**config.mk**
```make
export PLATFORM = sky130hd
export DESIGN_NAME = spi_reg_slave
export DESIGN_NICKNAME = d
export VERILOG_FILES = /design/src/rtl/spi_pkg.sv /design/src/rtl/spi_sync_edge.sv /design/src/rtl/spi_reg_slave.sv
export SDC_FILE = /design/constraint.sdc
export NUM_CORES = 1
export LEC_CHECK = 0
export ABC_AREA = 1
export ABC_CLOCK_PERIOD_IN_PS = 4090
export CAP_MARGIN = 15
export CORE_MARGIN = 1
export CORE_UTILIZATION = 50
export DETAILED_ROUTE_END_ITERATION = 16
export PLACE_DENSITY = 0.67
export SLEW_MARGIN = 20
export SYNTH_ARGS = -nofsm -noshare
export SYNTH_HDL_FRONTEND = slang
export SYNTH_HIERARCHICAL = 1
export SYNTH_SLANG_ARGS = --single-unit
```
**constraint.sdc**
```tcl
create_clock -name clk -period 4.09 [get_ports clk]
set_input_delay 0.6135 -clock clk [delete_from_list [all_inputs] [get_ports clk]]
set_output_delay 0.6135 -clock clk [all_outputs]
set_load 0.1 [all_outputs]
```
**src/rtl/spi_pkg.sv**
```systemverilog
// Shared definitions for the SPI peripheral family: command layout,
// FSM state encoding and the default status byte.
package spi_pkg;

  localparam int CMD_READ_BIT = 7;
  localparam logic [7:0] STATUS_BYTE_DEFAULT = 8'hA5;

  typedef enum logic [1:0] {
    IDLE = 2'd0,
    CMD  = 2'd1,
    DATA = 2'd2
  } spi_state_e;

  // MSB-first shift-in of one serial bit.
  function automatic logic [7:0] shift_in(input logic [7:0] cur, input logic bit_i);
    return {cur[6:0], bit_i};
  endfunction

endpackage

```
**src/rtl/spi_sync_edge.sv**
```systemverilog
// Two-flop synchronizer for an asynchronous pin plus single-cycle rise/fall
// pulses derived from the synchronized level.
module spi_sync_edge (
  input  logic clk,
  input  logic reset,
  input  logic din_i,
  output logic sync_o,
  output logic rise_o,
  output logic fall_o
);

  // [0] metastability stage, [1] synchronized level, [2] previous level
  logic [2:0] pipe_q;

  always_ff @(posedge clk) begin
    if (reset) begin
      pipe_q <= 3'b000;
    end else begin
      pipe_q <= {pipe_q[1:0], din_i};
    end
  end

  assign sync_o = pipe_q[1];
  assign rise_o = pipe_q[1] & ~pipe_q[2];
  assign fall_o = ~pipe_q[1] & pipe_q[2];

endmodule

```
**src/rtl/spi_reg_slave.sv**
```systemverilog
// SPI mode-0 register-file responder: command byte selects read/write and
// start address, followed by an auto-incrementing burst of data bytes.
module spi_reg_slave
  import spi_pkg::*;
#(
  parameter int         ADDR_WIDTH  = 4,
  parameter logic [7:0] STATUS_BYTE = STATUS_BYTE_DEFAULT
) (
  input  logic                  clk,
  input  logic                  reset,
  input  logic                  spi_clk,
  input  logic                  cs,
  input  logic                  mosi,
  output logic                  miso,
  input  logic [ADDR_WIDTH-1:0] user_addr,
  output logic [7:0]            user_rdata,
  output logic                  wr_strobe,
  output logic [ADDR_WIDTH-1:0] wr_addr,
  output logic [7:0]            wr_data,
  output logic                  rx_done
);

  localparam int DEPTH = 2 ** ADDR_WIDTH;

  logic sck_sync, sck_rise, sck_fall;
  logic cs_sync, cs_rise, cs_fall;
  logic mosi_meta_q, mosi_sync_q;

  spi_state_e            state_q, state_d;
  logic [2:0]            bit_cnt_q, bit_cnt_d;
  logic [7:0]            rx_shift_q, rx_shift_d;
  logic [7:0]            tx_shift_q, tx_shift_d;
  logic [ADDR_WIDTH-1:0] addr_q, addr_d;
  logic                  rw_q, rw_d;

  logic [7:0]            regs_q [DEPTH];
  logic [7:0]            rx_byte;
  logic [ADDR_WIDTH-1:0] cmd_addr;
  logic                  byte_done;
  logic                  reg_we;

  logic                  wr_strobe_q;
  logic [ADDR_WIDTH-1:0] wr_addr_q;
  logic [7:0]            wr_data_q;
  logic                  rx_done_q;
  logic [7:0]            user_rdata_q;

  spi_sync_edge u_sck_sync (
    .clk    (clk),
    .reset  (reset),
    .din_i  (spi_clk),
    .sync_o (sck_sync),
    .rise_o (sck_rise),
    .fall_o (sck_fall)
  );

  spi_sync_edge u_cs_sync (
    .clk    (clk),
    .reset  (reset),
    .din_i  (cs),
    .sync_o (cs_sync),
    .rise_o (cs_rise),
    .fall_o (cs_fall)
  );

  // Same two-flop depth as the edge detectors so the MOSI level lines up with sck_rise.
  always_ff @(posedge clk) begin
    if (reset) begin
      mosi_meta_q <= 1'b0;
      mosi_sync_q <= 1'b0;
    end else begin
      mosi_meta_q <= mosi;
      mosi_sync_q <= mosi_meta_q;
    end
  end

  assign rx_byte  = shift_in(rx_shift_q, mosi_sync_q);
  assign cmd_addr = rx_byte[ADDR_WIDTH-1:0];

  always_ff @(posedge clk) begin
    if (reset) begin
      state_q    <= IDLE;
      bit_cnt_q  <= 3'd0;
      rx_shift_q <= 8'h00;
      tx_shift_q <= 8'h00;
      addr_q     <= '0;
      rw_q       <= 1'b0;
    end else begin
      state_q    <= state_d;
      bit_cnt_q  <= bit_cnt_d;
      rx_shift_q <= rx_shift_d;
      tx_shift_q <= tx_shift_d;
      addr_q     <= addr_d;
      rw_q       <= rw_d;
    end
  end

  always_comb begin
    state_d    = state_q;
    bit_cnt_d  = bit_cnt_q;
    rx_shift_d = rx_shift_q;
    tx_shift_d = tx_shift_q;
    addr_d     = addr_q;
    rw_d       = rw_q;
    byte_done  = 1'b0;
    reg_we     = 1'b0;

    case (state_q)
      IDLE: begin
        if (cs_fall) begin
          state_d    = CMD;
          tx_shift_d = STATUS_BYTE;
          bit_cnt_d  = 3'd0;
        end
      end
      default: begin
        if (cs_rise) begin
          // A partially received byte is simply dropped here.
          state_d   = IDLE;
          bit_cnt_d = 3'd0;
        end else if (sck_rise) begin
          rx_shift_d = rx_byte;
          bit_cnt_d  = bit_cnt_q + 3'd1;
          if (bit_cnt_q == 3'd7) begin
            byte_done = 1'b1;
            if (state_q == CMD) begin
              state_d = DATA;
              rw_d    = rx_byte[CMD_READ_BIT];
              if (rx_byte[CMD_READ_BIT]) begin
                tx_shift_d = regs_q[cmd_addr];
                addr_d     = cmd_addr + 1'b1;
              end else begin
                tx_shift_d = 8'h00;
                addr_d     = cmd_addr;
              end
            end else if (rw_q) begin
              tx_shift_d = regs_q[addr_q];
              addr_d     = addr_q + 1'b1;
            end else begin
              reg_we     = 1'b1;
              tx_shift_d = 8'h00;
              addr_d     = addr_q + 1'b1;
            end
          end
        end else if (sck_fall && bit_cnt_q != 3'd0) begin
          // Holding at bit_cnt 0 keeps a freshly loaded MSB on the line.
          tx_shift_d = {tx_shift_q[6:0], 1'b0};
        end
      end
    endcase
  end

  for (genvar gi = 0; gi < DEPTH; gi++) begin : g_reg
    always_ff @(posedge clk) begin
      if (reset) begin
        regs_q[gi] <= 8'h00;
      end else if (reg_we && addr_q == ADDR_WIDTH'(gi)) begin
        regs_q[gi] <= rx_byte;
      end
    end
  end

  always_ff @(posedge clk) begin
    if (reset) begin
      wr_strobe_q  <= 1'b0;
      wr_addr_q    <= '0;
      wr_data_q    <= 8'h00;
      rx_done_q    <= 1'b0;
      user_rdata_q <= 8'h00;
    end else begin
      wr_strobe_q  <= reg_we;
      rx_done_q    <= byte_done;
      user_rdata_q <= regs_q[user_addr];
      if (reg_we) begin
        wr_addr_q <= addr_q;
        wr_data_q <= rx_byte;
      end
    end
  end

  // The level itself is unused; only its edges drive the FSM.
  logic unused_sck_level;
  assign unused_sck_level = sck_sync & cs_sync;

  assign miso       = (state_q != IDLE) & tx_shift_q[7];
  assign user_rdata = user_rdata_q;
  assign wr_strobe  = wr_strobe_q;
  assign wr_addr    = wr_addr_q;
  assign wr_data    = wr_data_q;
  assign rx_done    = rx_done_q;

endmodule

```
==> impl_metrics.env <==
export IMPL_status="finished, final reports clean"
export IMPL_finalCritPeriodShare_pct=73.35
export IMPL_max_freq_mhz=333.3
export IMPL_coreArea_sq_mm=0.02102
export IMPL_p_leak_nw=4.475
export IMPL_period_needed_ps=3000
export IMPL_synthDominantCellAreaShare_pct=35.93
export IMPL_synthCells=1436
export IMPL_ff2ff_path_depth=8
export IMPL_min_path_cells=2
export IMPL_die_h_um=148.3
export IMPL_rsz0062_at_grt="false"
export IMPL_max_cap_viol_count=0
export IMPL_cts_resized=0
export IMPL_r2r_end="regs_q[4][7]"
export IMPL_setup_violations_final=0
export IMPL_cp_num_buf_inv=3
export IMPL_yosysWarnings=6
export IMPL_tritoncts="built"
export IMPL_r2r_slack_ps=1170
export IMPL_peakVddDrop_v=0.0003147
export IMPL_critPathLaunch="state_q[1]"
export IMPL_synth_area_top_cells="edfxtp_1, dfxtp_1, nand2_1"
export IMPL_htreeDepth=4
export IMPL_wl_per_cell_um=21.11
export IMPL_clk_path_buf_depth=2
export IMPL_grt_overflow=0
export IMPL_ys_ff_latch=187
export IMPL_yosysMostFrequentCell="nand2_1"
export IMPL_grt_pass1_vias=9506
export IMPL_drt_total_wl_um=36140
export IMPL_busiest_layer="met2"
export IMPL_synth_edff_count=128
export IMPL_grt_pass1_wl_um=55370
export IMPL_clk_pin_slew_ps=80
export IMPL_tns_ps=0
export IMPL_hpwl_um=23990
export IMPL_hold_buffers=0
export IMPL_synth_cell_types=22
export IMPL_vias=10350
export IMPL_drtIter0Drc=1559
export IMPL_gp_congestion=0.9440
export IMPL_port_buffers=31
export IMPL_antenna_found_initial=0
export IMPL_cp_num_cells=5
export IMPL_crit_path_start_kind="flip-flop"
export IMPL_async_flop_share_pct=0
export IMPL_final_nets=1441
export IMPL_use_met2_pct=51.06
export IMPL_antenna_cells=0
export IMPL_drc=0
export IMPL_grt_max_degree=96
export IMPL_critPathKind="flip-flop to output pin"
export IMPL_track_usage_pct=33.85
export IMPL_cts_inserted_buffers=17
export IMPL_area_growth_syn_to_layout_pct=10.39
export IMPL_maxSlewViolCount=0
export IMPL_vias_per_cell=6.043
export IMPL_die_area_sq_mm=0.02198
export IMPL_fp_dieW_um=148.3
export IMPL_crit_family="buffers and inverters"
export IMPL_netlist_top_cell_by_area="edfxtp_1"
export IMPL_cp_cell_sequence="inv_1 > nand2_1 > inv_2 > nor2_1 > clkdlybuf4s50_1"
export IMPL_r2r_start="u_sck_sync/pipe_q[1]"
export IMPL_power_density_mw_per_mm2=355.2
export IMPL_rows=53
export IMPL_synth_seq_area_share_pct=46.98
export IMPL_worst_slew_pin_slew_ps=1110
export IMPL_crit_path_max_incr_delay_ps=1140
export IMPL_hold_viol_final=0
export IMPL_required_ps=3480
export IMPL_syn_num_nets=1453
export IMPL_worst_slew_margin_rel_pct=25.20
export IMPL_postCtsSetupRepairBufs=0
export IMPL_fin_skew_ps=14.93
export IMPL_avgSynthCellArea_sq_um=7.449
export IMPL_cp_arrival_ps=2390
export IMPL_root_buffer="clkbuf_16"
export IMPL_antenna_left=0
export IMPL_start_util_pct=50.88
export IMPL_io_pins=32
export IMPL_crit_fanout=7
export IMPL_synthTopCellsByCount="nand2_1, nand3_1, nor2_1"
export IMPL_cts_sinks=187
export IMPL_fin_hold_ws_ps=399.8
export IMPL_endpoint_kind="output pin"
export IMPL_met1_usage_pct=47.27
export IMPL_synth_main_ff_cell="edfxtp_1"
export IMPL_hold_end="mosi_sync_q"
export IMPL_drive_gt1_share_pct=6.750
export IMPL_first_pass_iters=6
export IMPL_min_from="mosi_meta_q"
export IMPL_cpMaxStageDelayCell="clkdlybuf4s50_1"
export IMPL_clock_latency_ps=450
export IMPL_grt_use_met3_pct=5.859
export IMPL_hold_path_class="flip-flop to flip-flop"
export IMPL_syn_area_sq_mm=0.01070
-- worst min-delay path, cell delays in order, from the launching register on --
cell     delay [ps]
dfxtp_1         300
inv_1            40
nor2_1           30
-- per-layer routing --
| metal | routed length, um | vias to the layer above |
|---|---|---|
| li1 | - | 4781 |
| met1 | 14830 | 4816 |
| met2 | 16110 | 653 |
| met3 | 3773 | 96 |
| met4 | 1434 | 0 |
| met5 | 0 | - |
-- layout make-up --
cell class,count,area (sq um)
well taps,275,344.1
inverters,153,574.3
fillers,1999,9214
repair buffers,66,568.0
clock buffers,18,429.2
clock inverters,14,153.9
multi-input cells,999,4710
flip-flops and latches,187,5029
-- worst max-delay path by stage --
stage,end,slack [ps]
2_1_floorplan,regs_q[11][0],1610
3_3_place_gp,user_rdata[3],1130
3_5_place_dp,user_rdata[5],1140
4_1_cts,miso,1090
5_1_grt,regs_q[4][7],980
6_report,miso,1090
-- state kept, by name, indices dropped and copies added (netlist names), 4 cells and up, named ones only --
signal      count
wr_addr         4
addr_q          4
tx_shift_q      8
rx_shift_q      7
regs_q        128
user_rdata      8
wr_data         8
-- per-stage QoR --
step	total power, mW	std cells	area (sq um)	setup slack [ps]	util, %
6_report	4.194	1712	11810	1090	56.17
5_1_grt	4.307	1712	11810	975.9	56.17
4_1_cts	4.188	1712	11810	1094	56.17
3_5_place_dp	2.545	1680	11220	1144	53.40
3_3_place_gp	2.539	1680	11220	1127	53.40
2_1_floorplan	2.410	1436	10700	1614	-
-- power by group --
| part | switching (mW) | internal (mW) |
|---|---|---|
| Sequential | 0.0324 | 2.07 |
| Clock | 0.813 | 0.866 |
| Combinational | 0.299 | 0.109 |
| Total | 1.14 | 3.05 |
-- cells in the final DEF, fill, tap and decap left out --
| cell | synthesis | layout |
|---|---|---|
| edfxtp_1 | 128 | 128 |
| clkinv_8 | 0 | 1 |
| buf_4 | 0 | 35 |
| clkinvlp_4 | 0 | 4 |
| clkinv_1 | 10 | 9 |
| nor2_2 | 3 | 3 |
| a31oi_1 | 4 | 4 |
| o21ai_0 | 142 | 141 |
| nor4_4 | 1 | 1 |
| nor3_1 | 3 | 3 |
| a21oi_1 | 120 | 120 |
| a211oi_1 | 6 | 6 |
| clkinv_4 | 0 | 1 |
| clkbuf_1 | 66 | 1 |
| nor2_1 | 179 | 179 |
| inv_1 | 137 | 137 |
| buf_2 | 19 | 1 |
| nand3_1 | 199 | 199 |
| inv_6 | 0 | 4 |
| dfxtp_2 | 0 | 3 |
| clkdlybuf4s50_1 | 0 | 30 |
| inv_2 | 6 | 7 |
| bufinv_16 | 0 | 1 |
| ha_1 | 8 | 8 |
| inv_8 | 0 | 3 |
| clkbuf_16 | 0 | 17 |
| o21ai_1 | 0 | 1 |
| o211ai_1 | 39 | 39 |
| nand2_1 | 278 | 278 |
| nand3_2 | 16 | 16 |
| dfxtp_1 | 59 | 56 |
| a22o_1 | 1 | 1 |
-- cells by family (layout without fill, tap and decap cells) --
| group | count (synthesis) | after routing | share of synthesized area (%) |
|---|---|---|---|
| buffers and inverters | 250 | 251 | 8.995 |
| and+or+nand+nor | 679 | 679 | 27.36 |
| DFF | 187 | 187 | 46.98 |
| AOI/OAI and AO/OA | 312 | 312 | 15.73 |
| adders and majority gates | 8 | 8 | 0.9358 |
Power figures use the tool's default switching activity.
